$ cat src/rtl/seq_frame_tx.sv
// Serial frame transmitter: sync header + payload shifted out MSB first, then a low gap.
// Optional trailing even-parity bit when FRAME_PARITY_EN is defined.
module seq_frame_tx #(
  parameter int                DATA_W   = 8,
  parameter int                SYNC_W   = 4,
  parameter logic [SYNC_W-1:0] SYNC_PAT = SYNC_W'(4'b1001),
  parameter int                GAP_CYC  = 2
) (
  input  logic              clk,
  input  logic              rst,
  input  logic              load_valid,
  input  logic [DATA_W-1:0] load_data,
  output logic              load_ready,
  output logic              ser_out,
  output logic              ser_en,
  output logic              busy,
  output logic              frame_done
);

  // Handshake: a payload transfer happens on a rising edge where load_valid and
  // load_ready are both high; load_valid is ignored whenever load_ready is low.

  localparam int MAX_SD = (SYNC_W > DATA_W) ? SYNC_W - 1 : DATA_W - 1;
  localparam int MAXV   = (MAX_SD > GAP_CYC) ? MAX_SD : GAP_CYC;
  localparam int CW     = $clog2(MAXV + 1);

  localparam logic [CW-1:0] SYNC_LAST = CW'(SYNC_W - 1);
  localparam logic [CW-1:0] DATA_LAST = CW'(DATA_W - 1);
  localparam logic [CW-1:0] GAP_LAST  = CW'(GAP_CYC - 1);

  localparam logic [2:0] IDLE = 3'd0;
  localparam logic [2:0] SYNC = 3'd1;
  localparam logic [2:0] DATA = 3'd2;
  localparam logic [2:0] GAP  = 3'd3;
`ifdef FRAME_PARITY_EN
  localparam logic [2:0] PAR  = 3'd4;
  logic par_bit;
`endif

  logic [2:0]        state;
  logic [CW-1:0]     cnt;
  logic [SYNC_W-1:0] sync_sr;
  logic [DATA_W-1:0] data_sr;

  assign load_ready = (state == IDLE) & ~rst;

  // Outputs are registered, so each branch loads the bit for the cycle it enters.
  always_ff @(posedge clk) begin
    if (rst) begin
      state      <= IDLE;
      cnt        <= '0;
      sync_sr    <= '0;
      data_sr    <= '0;
      ser_out    <= 1'b0;
      ser_en     <= 1'b0;
      busy       <= 1'b0;
      frame_done <= 1'b0;
`ifdef FRAME_PARITY_EN
      par_bit    <= 1'b0;
`endif
    end else begin
      case (state)
        IDLE: begin
          ser_out    <= 1'b0;
          ser_en     <= 1'b0;
          busy       <= 1'b0;
          frame_done <= 1'b0;
          cnt        <= SYNC_LAST;
          if (load_valid && load_ready) begin
            state   <= SYNC;
            sync_sr <= SYNC_PAT << 1;
            data_sr <= load_data;
            ser_out <= SYNC_PAT[SYNC_W-1];
            ser_en  <= 1'b1;
            busy    <= 1'b1;
`ifdef FRAME_PARITY_EN
            par_bit <= ^load_data;
`endif
          end
        end
        SYNC: begin
          if (cnt == '0) begin
            state   <= DATA;
            cnt     <= DATA_LAST;
            ser_out <= data_sr[DATA_W-1];
            data_sr <= data_sr << 1;
          end else begin
            cnt     <= cnt - CW'(1);
            ser_out <= sync_sr[SYNC_W-1];
            sync_sr <= sync_sr << 1;
          end
        end
        DATA: begin
          if (cnt == '0) begin
`ifdef FRAME_PARITY_EN
            state   <= PAR;
            ser_out <= par_bit;
`else
            state      <= GAP;
            cnt        <= GAP_LAST;
            ser_out    <= 1'b0;
            ser_en     <= 1'b0;
            frame_done <= 1'b1;
`endif
          end else begin
            cnt     <= cnt - CW'(1);
            ser_out <= data_sr[DATA_W-1];
            data_sr <= data_sr << 1;
          end
        end
`ifdef FRAME_PARITY_EN
        PAR: begin
          state      <= GAP;
          cnt        <= GAP_LAST;
          ser_out    <= 1'b0;
          ser_en     <= 1'b0;
          frame_done <= 1'b1;
        end
`endif
        GAP: begin
          frame_done <= 1'b0;
          if (cnt == '0) begin
            state <= IDLE;
            busy  <= 1'b0;
            cnt   <= SYNC_LAST;
          end else begin
            cnt <= cnt - CW'(1);
          end
        end
        default: begin
          state   <= IDLE;
          ser_out <= 1'b0;
          ser_en  <= 1'b0;
          busy    <= 1'b0;
        end
      endcase
    end
  end

endmodule

$ cat config.mk
export PLATFORM = sky130hd
export DESIGN_NAME = seq_frame_tx
export DESIGN_NICKNAME = d
export VERILOG_FILES = /design/src/rtl/seq_frame_tx.sv
export SDC_FILE = /design/constraint.sdc
export NUM_CORES = 1
export LEC_CHECK = 0
export BUFFER_PORTS_ARGS = -buffer_cell sky130_fd_sc_hd__buf_2
export CAP_MARGIN = 20
export CORE_UTILIZATION = 49
export CTS_BUF_LIST = sky130_fd_sc_hd__clkbuf_16
export CTS_CLUSTER_DIAMETER = 80
export DETAILED_ROUTE_END_ITERATION = 16
export GPL_TIMING_DRIVEN = 0
export PLACE_DENSITY = 0.75
export SKIP_LAST_GASP = 1
export SYNTH_ARGS = -nofsm -noshare
export SYNTH_HDL_FRONTEND = slang
export SYNTH_SLANG_ARGS = --single-unit
export TNS_END_PERCENT = 30
$ cat constraint.sdc
create_clock -name clk -period 1.8 [get_ports clk]
set_input_delay 0.18 -clock clk [delete_from_list [all_inputs] [get_ports clk]]
set_output_delay 0.18 -clock clk [all_outputs]
set_load 0.01 [all_outputs]
==> flow_metrics.env, run 1 <==
export IMPL_status="completed"
export IMPL_cp_arrival_ns=1.89
export IMPL_hold_slack_ns=0.298
export IMPL_dp_slack_ns=-0.162
export IMPL_grtUsageTotal_pct=21.8
export IMPL_port_buffers=15
export IMPL_grt_pass1_wl_mm=3.96
export IMPL_fin_crit_sh_pct=98.3
export IMPL_min_path_type="in2reg"
export IMPL_fp_coreArea_sq_um=2020
export IMPL_setup_viol=0
export IMPL_clock_sinks=20
export IMPL_ys_seq_elements=20
export IMPL_post_synth_instance_area_sq_um=1090
export IMPL_grt_max_degree=12
export IMPL_worst_pin_slew_ns=0.711
export IMPL_cp_end_kind="register"
export IMPL_floorplan_die_width_um=49.3
export IMPL_fp_dieH_um=49.3
export IMPL_antenna_cells=0
export IMPL_worstPathRequired_ns=1.92
export IMPL_peakVddDrop_mv=1.02
export IMPL_post_dp_cell_area_sq_um=1200
export IMPL_gp_congestion=0.774
export IMPL_drv_slew=0
export IMPL_wl_per_cell_um=14.7
export IMPL_timing_max_cap_violations=0
export IMPL_cts_tree="done"
export IMPL_drive_gt1_share_pct=32.1
export IMPL_period_needed_ns=1.77
export IMPL_final_cell_area_sq_um=1310
export IMPL_pin_count=16
export IMPL_cts_htree_levels=1
export IMPL_via_count=914
export IMPL_num_rows=16
export IMPL_path_clk_slew_ns=0.05
export IMPL_synth_distinct_cells=32
export IMPL_rsz0062_at_grt="true"
export IMPL_synth_net_count=132
export IMPL_initial_utilization_pct=54.1
export IMPL_firstDrtPassIters=4
export IMPL_post_dp_hpwl_mm=1.60
export IMPL_crit_path_start_kind="register"
export IMPL_drt_vias_per_instance=5.68
export IMPL_ctsHoldBuffers=0
export IMPL_dieArea_sq_um=2430
export IMPL_area_delta_synth_final_pct=19.8
export IMPL_final_nets=153
export IMPL_grt_ovfl_total=0
export IMPL_syn_area_per_cell_sq_um=9.52
export IMPL_setup_tns_ns=0
export IMPL_cts_buffers_inserted=3
export IMPL_worst_setup_path_type="reg2reg"
export IMPL_drc=0
export IMPL_final_setup_skew_ns=0.00137
export IMPL_synth_cells=115
export IMPL_fin_ws_ns=0.0315
export IMPL_first_global_vias=879
export IMPL_drt_iter0_drc=25
export IMPL_seq_area_frac_synth_pct=36.6
export IMPL_antenna_found_initial=0
export IMPL_ant_nets=0
export IMPL_final_hold_viol_count=0
export IMPL_cts_max_path_buffers=2
export IMPL_clk_root_buffer_cell="clkbuf_16"
export IMPL_clk_latency_ns=0.25
export IMPL_power_density_nw_per_um2=2000
export IMPL_yosys_warnings=0
export IMPL_totalWireLength_mm=2.37
export IMPL_p_leak_nw=0.533
export IMPL_max_freq_mhz=565
export IMPL_path_max_fanout=6
export IMPL_final_util_pct=64.9
export IMPL_slew_headroom_pct=52.6
-- repair_timing --
item,in CTS,in global routing
pin swaps,0,1
resized for setup,4,2
setup endpoints to repair,11,9
gates cloned,0,0
buffers inserted,0,3
-- path summary, 6_finish.rpt --
| kind | start | end | slack (ns) | cells past startpoint |
|---|---|---|---|---|
| worst min register to register | ser_out$_SDFFE_PP0N_ | ser_out$_SDFFE_PP0N_ | 0.48 | 2 |
| worst max register to register | state[1]$_SDFFE_PP0P_ | state[0]$_SDFFE_PP0P_ | 0.03 | 6 |
| worst min-delay path | load_data[2] | data_sr[2]$_SDFFE_PP0P_ | 0.30 | 3 |
| worst max-delay path | state[1]$_SDFFE_PP0P_ | state[0]$_SDFFE_PP0P_ | 0.03 | 6 |
-- power breakdown --
| group | internal (W) | leakage (nW) | total [W] | switching [W] |
|---|---|---|---|---|
| clock | 0.000293 | 0.0370 | 0.000449 | 0.000156 |
| sequential | 0.000608 | 0.166 | 0.000729 | 0.000122 |
| combinational | 0.000687 | 0.331 | 0.00145 | 0.000763 |
| total | 0.00159 | 0.533 | 0.00263 | 0.00104 |
-- state kept, by name, indices dropped and copies added, names as in the netlist --
name and flops:
sync_sr 3, data_sr 8, state 2, ser_en 1, ser_out 1, cnt 3
busy 1, frame_done 1
-- critical path: stages (launching register included) --
cell and delay [ns]:
dfxtp_2 0.37, inv_1 0.09, ha_2 0.23, or3_4 0.40, a22oi_2 0.20, mux2i_1 0.28
nor2_1 0.06
-- per-layer routing --
metal	routed length (um)	vias up	global-route usage (%)
met5	0	-	0
met4	82	0	11.3
met3	117	9	5.61
met2	1220	30	37.9
met1	952	425	24.0
li1	-	450	-
-- layout by cell type (no fill, tap or decap), drive strengths merged --
master	n
nand2	4
mux2i	11
a211o	1
buf	22
or3	3
nand2b	2
a211oi	8
nor3	2
a21o	1
a22oi	3
nand3	2
mux2	1
a311oi	1
nor2b	2
a21oi	16
o21a	1
and2	2
dfxtp	20
o22ai	1
nor3b	1
o21ai	5
inv	4
clkbuf	4
nor2	10
xnor2	1
ha	6
-- synth_stat cells --
library cell | count | area, sq um
a22oi_1 | 2 | 15.0
buf_6 | 3 | 33.8
mux2_2 | 1 | 11.3
dfxtp_1 | 20 | 400
ha_1 | 6 | 75.1
a211oi_1 | 1 | 7.51
nand2b_1 | 2 | 12.5
a21o_1 | 1 | 7.51
xnor2_1 | 1 | 8.76
nor3_1 | 1 | 5.00
o21a_1 | 1 | 7.51
a211o_2 | 1 | 10.0
o22ai_1 | 1 | 6.26
o21ai_0 | 4 | 20.0
o21ai_2 | 1 | 8.76
inv_1 | 4 | 15.0
a211oi_2 | 7 | 87.6
a21oi_2 | 1 | 8.76
nor3_2 | 1 | 10.0
nor2_1 | 10 | 37.5
or3_1 | 3 | 18.8
a311oi_1 | 1 | 8.76
clkbuf_1 | 3 | 11.3
buf_1 | 1 | 3.75
a22oi_4 | 1 | 21.3
nor2b_1 | 2 | 12.5
and2_1 | 2 | 12.5
nand2_1 | 4 | 15.0
a21oi_1 | 15 | 75.1
nand3_1 | 2 | 10.0
mux2i_1 | 11 | 110
nor3b_1 | 1 | 7.51
-- area by class of cell --
type                            count  area (sq um)
Clock buffer                        3          75.1
Tap cell                           27          33.8
Multi-Input combinational cell     84           646
Fill cell                         181           711
Inverter                            4          15.0
Timing Repair Buffer               18          97.6
Sequential cell                    20           403
Buffer                              5          41.3
-- through the flow --
stage | std cells | power, W
2_1_floorplan | 115 | 0.00180
3_3_place_gp | 157 | 0.00200
3_5_place_dp | 157 | 0.00205
4_1_cts | 158 | 0.00256
5_1_grt | 161 | 0.00279
6_report | 161 | 0.00263
-- cells by family after synthesis --
logic type,Yosys count,share of synthesized area (%)
muxes,12,11.1
buffers and inverters,11,5.83
and+or+nand+nor,28,12.9
adders and majority gates,6,6.86
AOI/OAI and AO/OA,37,25.9
xor gates and xnor gates,1,0.800
DFF,20,36.6
(Power assumes the default switching activity.)
==> run 2, diff against run 1 <==
--- a/config.mk
+++ b/config.mk
@@ -7,6 +7,7 @@
 export LEC_CHECK = 0
 export BUFFER_PORTS_ARGS = -buffer_cell sky130_fd_sc_hd__buf_2
 export CAP_MARGIN = 20
+export CORE_MARGIN = 3
 export CORE_UTILIZATION = 49
 export CTS_BUF_LIST = sky130_fd_sc_hd__clkbuf_16
 export CTS_CLUSTER_DIAMETER = 80
==> run 2 against run 1 <==
  * Utilization shrank 1.6 points
  * Largest power group unchanged
  * Sequential share of layout area grew 0.45 points
  * Sequential cell count is the same
==> flow_metrics.env, run 2 (synthesized netlist as in run 1, its figures left out) <==
export IMPL_status="completed"
export IMPL_floorplan_die_width_um=53.3
export IMPL_dp_cells=157
export IMPL_num_rows=16
export IMPL_power_density_nw_per_um2=1970
export IMPL_critical_path_max_stage_delay_ns=0.39
export IMPL_drv_slew=0
export IMPL_hold_end="ser_out$_SDFFE_PP0N_"
export IMPL_hold_depth=3
export IMPL_grtUsageTotal_pct=19.2
export IMPL_clock_sinks=20
export IMPL_cp_common_cell="buf_6"
export IMPL_final_cell_mix="dfxtp_1, a21oi_1, buf_2, mux2i_1, nor2_1"
export IMPL_path_clk_slew_ns=0.06
export IMPL_final_hold_viol_count=0
export IMPL_fp_coreArea_sq_um=2040
export IMPL_fin_total_pwr_w=0.00255
export IMPL_largest_register_ff_count=8
export IMPL_initial_utilization_pct=53.6
export IMPL_worst_setup_path_type="reg2reg"
export IMPL_reg_largest_list="data_sr x8, cnt x3, sync_sr x3"
export IMPL_p_leak_nw=0.520
export IMPL_worstPathRequired_ns=1.91
export IMPL_crit_path_start_kind="register"
export IMPL_cp_end_kind="register"
export IMPL_drt_iter0_drc=10
export IMPL_min_path_type="in2reg"
export IMPL_grtUsageMet2_pct=36.3
export IMPL_pin_count=16
export IMPL_cp_num_buf_inv=2
export IMPL_antenna_cells=0
export IMPL_gr_usage_met1_pct=20.0
export IMPL_drc=0
export IMPL_setup_tns_ns=0
export IMPL_grt_max_degree=12
export IMPL_final_common_cell="dfxtp_1"
export IMPL_fin_cells=159
export IMPL_area_delta_synth_final_pct=18.1
export IMPL_grt_pass1_wl_mm=3.89
export IMPL_timing_max_cap_violations=0
export IMPL_peakVddDrop_mv=1.12
export IMPL_clk_latency_ns=0.25
export IMPL_fp_dieH_um=53.3
export IMPL_firstDrtPassIters=4
export IMPL_fin_crit_sh_pct=96.7
export IMPL_wl_per_cell_um=14.9
export IMPL_post_cts_repair_setup_buffers=0
export IMPL_path_cells="or3_1 -> buf_6 -> a22oi_4 -> and2_1 -> buf_6 -> a211oi_2"
export IMPL_slowest_stage="or3_1"
export IMPL_grt_ovfl_total=0
export IMPL_path_max_fanout=9
export IMPL_port_buffers=15
export IMPL_cts_max_path_buffers=2
export IMPL_period_needed_ns=1.74
export IMPL_first_global_vias=862
export IMPL_drt_vias_per_instance=5.55
export IMPL_rr_startpoint="cnt[1]$_SDFFE_PP0P_"
export IMPL_slew_headroom_pct=57.5
export IMPL_r2r_end="data_sr[7]$_SDFFE_PP0P_"
export IMPL_dieArea_sq_um=2840
export IMPL_cp_top_family="simple AND/OR/NAND/NOR gates"
export IMPL_holdCritStartpoint="rst"
export IMPL_fill_cells=190
export IMPL_clk_root_buffer_cell="clkbuf_16"
export IMPL_max_freq_mhz=575
export IMPL_drive_gt1_share_pct=30.3
export IMPL_via_count=883
export IMPL_rsz0062_at_grt="true"
export IMPL_post_dp_hpwl_mm=1.62
export IMPL_cts_buffers_inserted=3
export IMPL_worst_pin_slew_ns=0.637
export IMPL_dp_slack_ns=-0.160
export IMPL_antenna_found_initial=0
export IMPL_cts_tree="done"
export IMPL_top_usage_layer="met2"
export IMPL_cts_htree_levels=1
export IMPL_reg2reg_depth=6
export IMPL_top_register="data_sr"
export IMPL_grt_util_met3_pct=5.92
export IMPL_gp_congestion=0.763
export IMPL_cp_arrival_ns=1.85
export IMPL_final_setup_skew_ns=0.00413
export IMPL_final_nets=150
export IMPL_r2r_setup_slack_ns=0.06
export IMPL_setup_viol=0
export IMPL_fin_ws_ns=0.0595
export IMPL_ant_nets=0
export IMPL_totalWireLength_mm=2.37
## run 2: changes by cell type in the layout (fill, tap and decap cells not counted), sizes merged
cell,delta
clkinv,+1
buf,-3
## run 2: worst register-to-register path: stages, from the launching register on
cell,delay [ns]
dfxtp_1,0.35
or3_1,0.39
buf_6,0.15
a22oi_4,0.30
and2_1,0.19
buf_6,0.15
a211oi_2,0.07
## run 2: repair_timing
item                       4_1_cts  5_1_grt
hold buffers                     0        0
resized for setup                4        2
pin swaps                        1        1
setup endpoints to repair       10        9
## run 2: routing by layer
layer	vias to the layer above	part of all wire, %
li1	448	-
met1	421	42
met2	12	54
met3	2	3.3
met4	0	0.34
met5	-	0
## run 2: power breakdown
part           internal (W)  leakage, nW  total [W]  switching [W]
sequential         0.000607        0.166   0.000725       0.000118
clock              0.000296       0.0385   0.000457       0.000161
combinational      0.000631        0.316    0.00137       0.000734
## run 2: per-stage QoR
step | util [%] | instance area, sq um | hold WS, ns
after floorplan | - | 1090 | 0.367
after global placement | 58.9 | 1200 | 0.449
after detailed placement | 58.9 | 1200 | 0.470
after CTS | 63.1 | 1290 | 0.266
after global routing | 63.3 | 1290 | 0.285
final | 63.3 | 1290 | 0.269
## run 2: worst max-delay path by stage
stage,end,cells past startpoint,start,slack [ns]
global route,state[1]$_SDFFE_PP0P_,6,state[1]$_SDFFE_PP0P_,-0.03
global placement,state[1]$_SDFFE_PP0P_,7,state[0]$_SDFFE_PP0P_,-0.12
detailed placement,state[1]$_SDFFE_PP0P_,7,state[0]$_SDFFE_PP0P_,-0.16
CTS,state[1]$_SDFFE_PP0P_,6,state[1]$_SDFFE_PP0P_,0.04
floorplan,state[1]$_SDFFE_PP0P_,7,state[0]$_SDFFE_PP0P_,0.04
finish,data_sr[7]$_SDFFE_PP0P_,6,cnt[1]$_SDFFE_PP0P_,0.06
## run 2: cell type report
| cell class | count | area [sq um] | share of cell area (%) |
|---|---|---|---|
| tap | 27 | 33.8 | 2.61 |
| multi-input combinational | 84 | 646 | 50.0 |
| inverter | 4 | 15.0 | 1.16 |
| buffer | 5 | 41.3 | 3.19 |
| sequential | 20 | 403 | 31.2 |
| clock inverter | 1 | 3.75 | 0.290 |
| clock buffer | 3 | 75.1 | 5.81 |
| timing repair buffer | 15 | 75.1 | 5.81 |
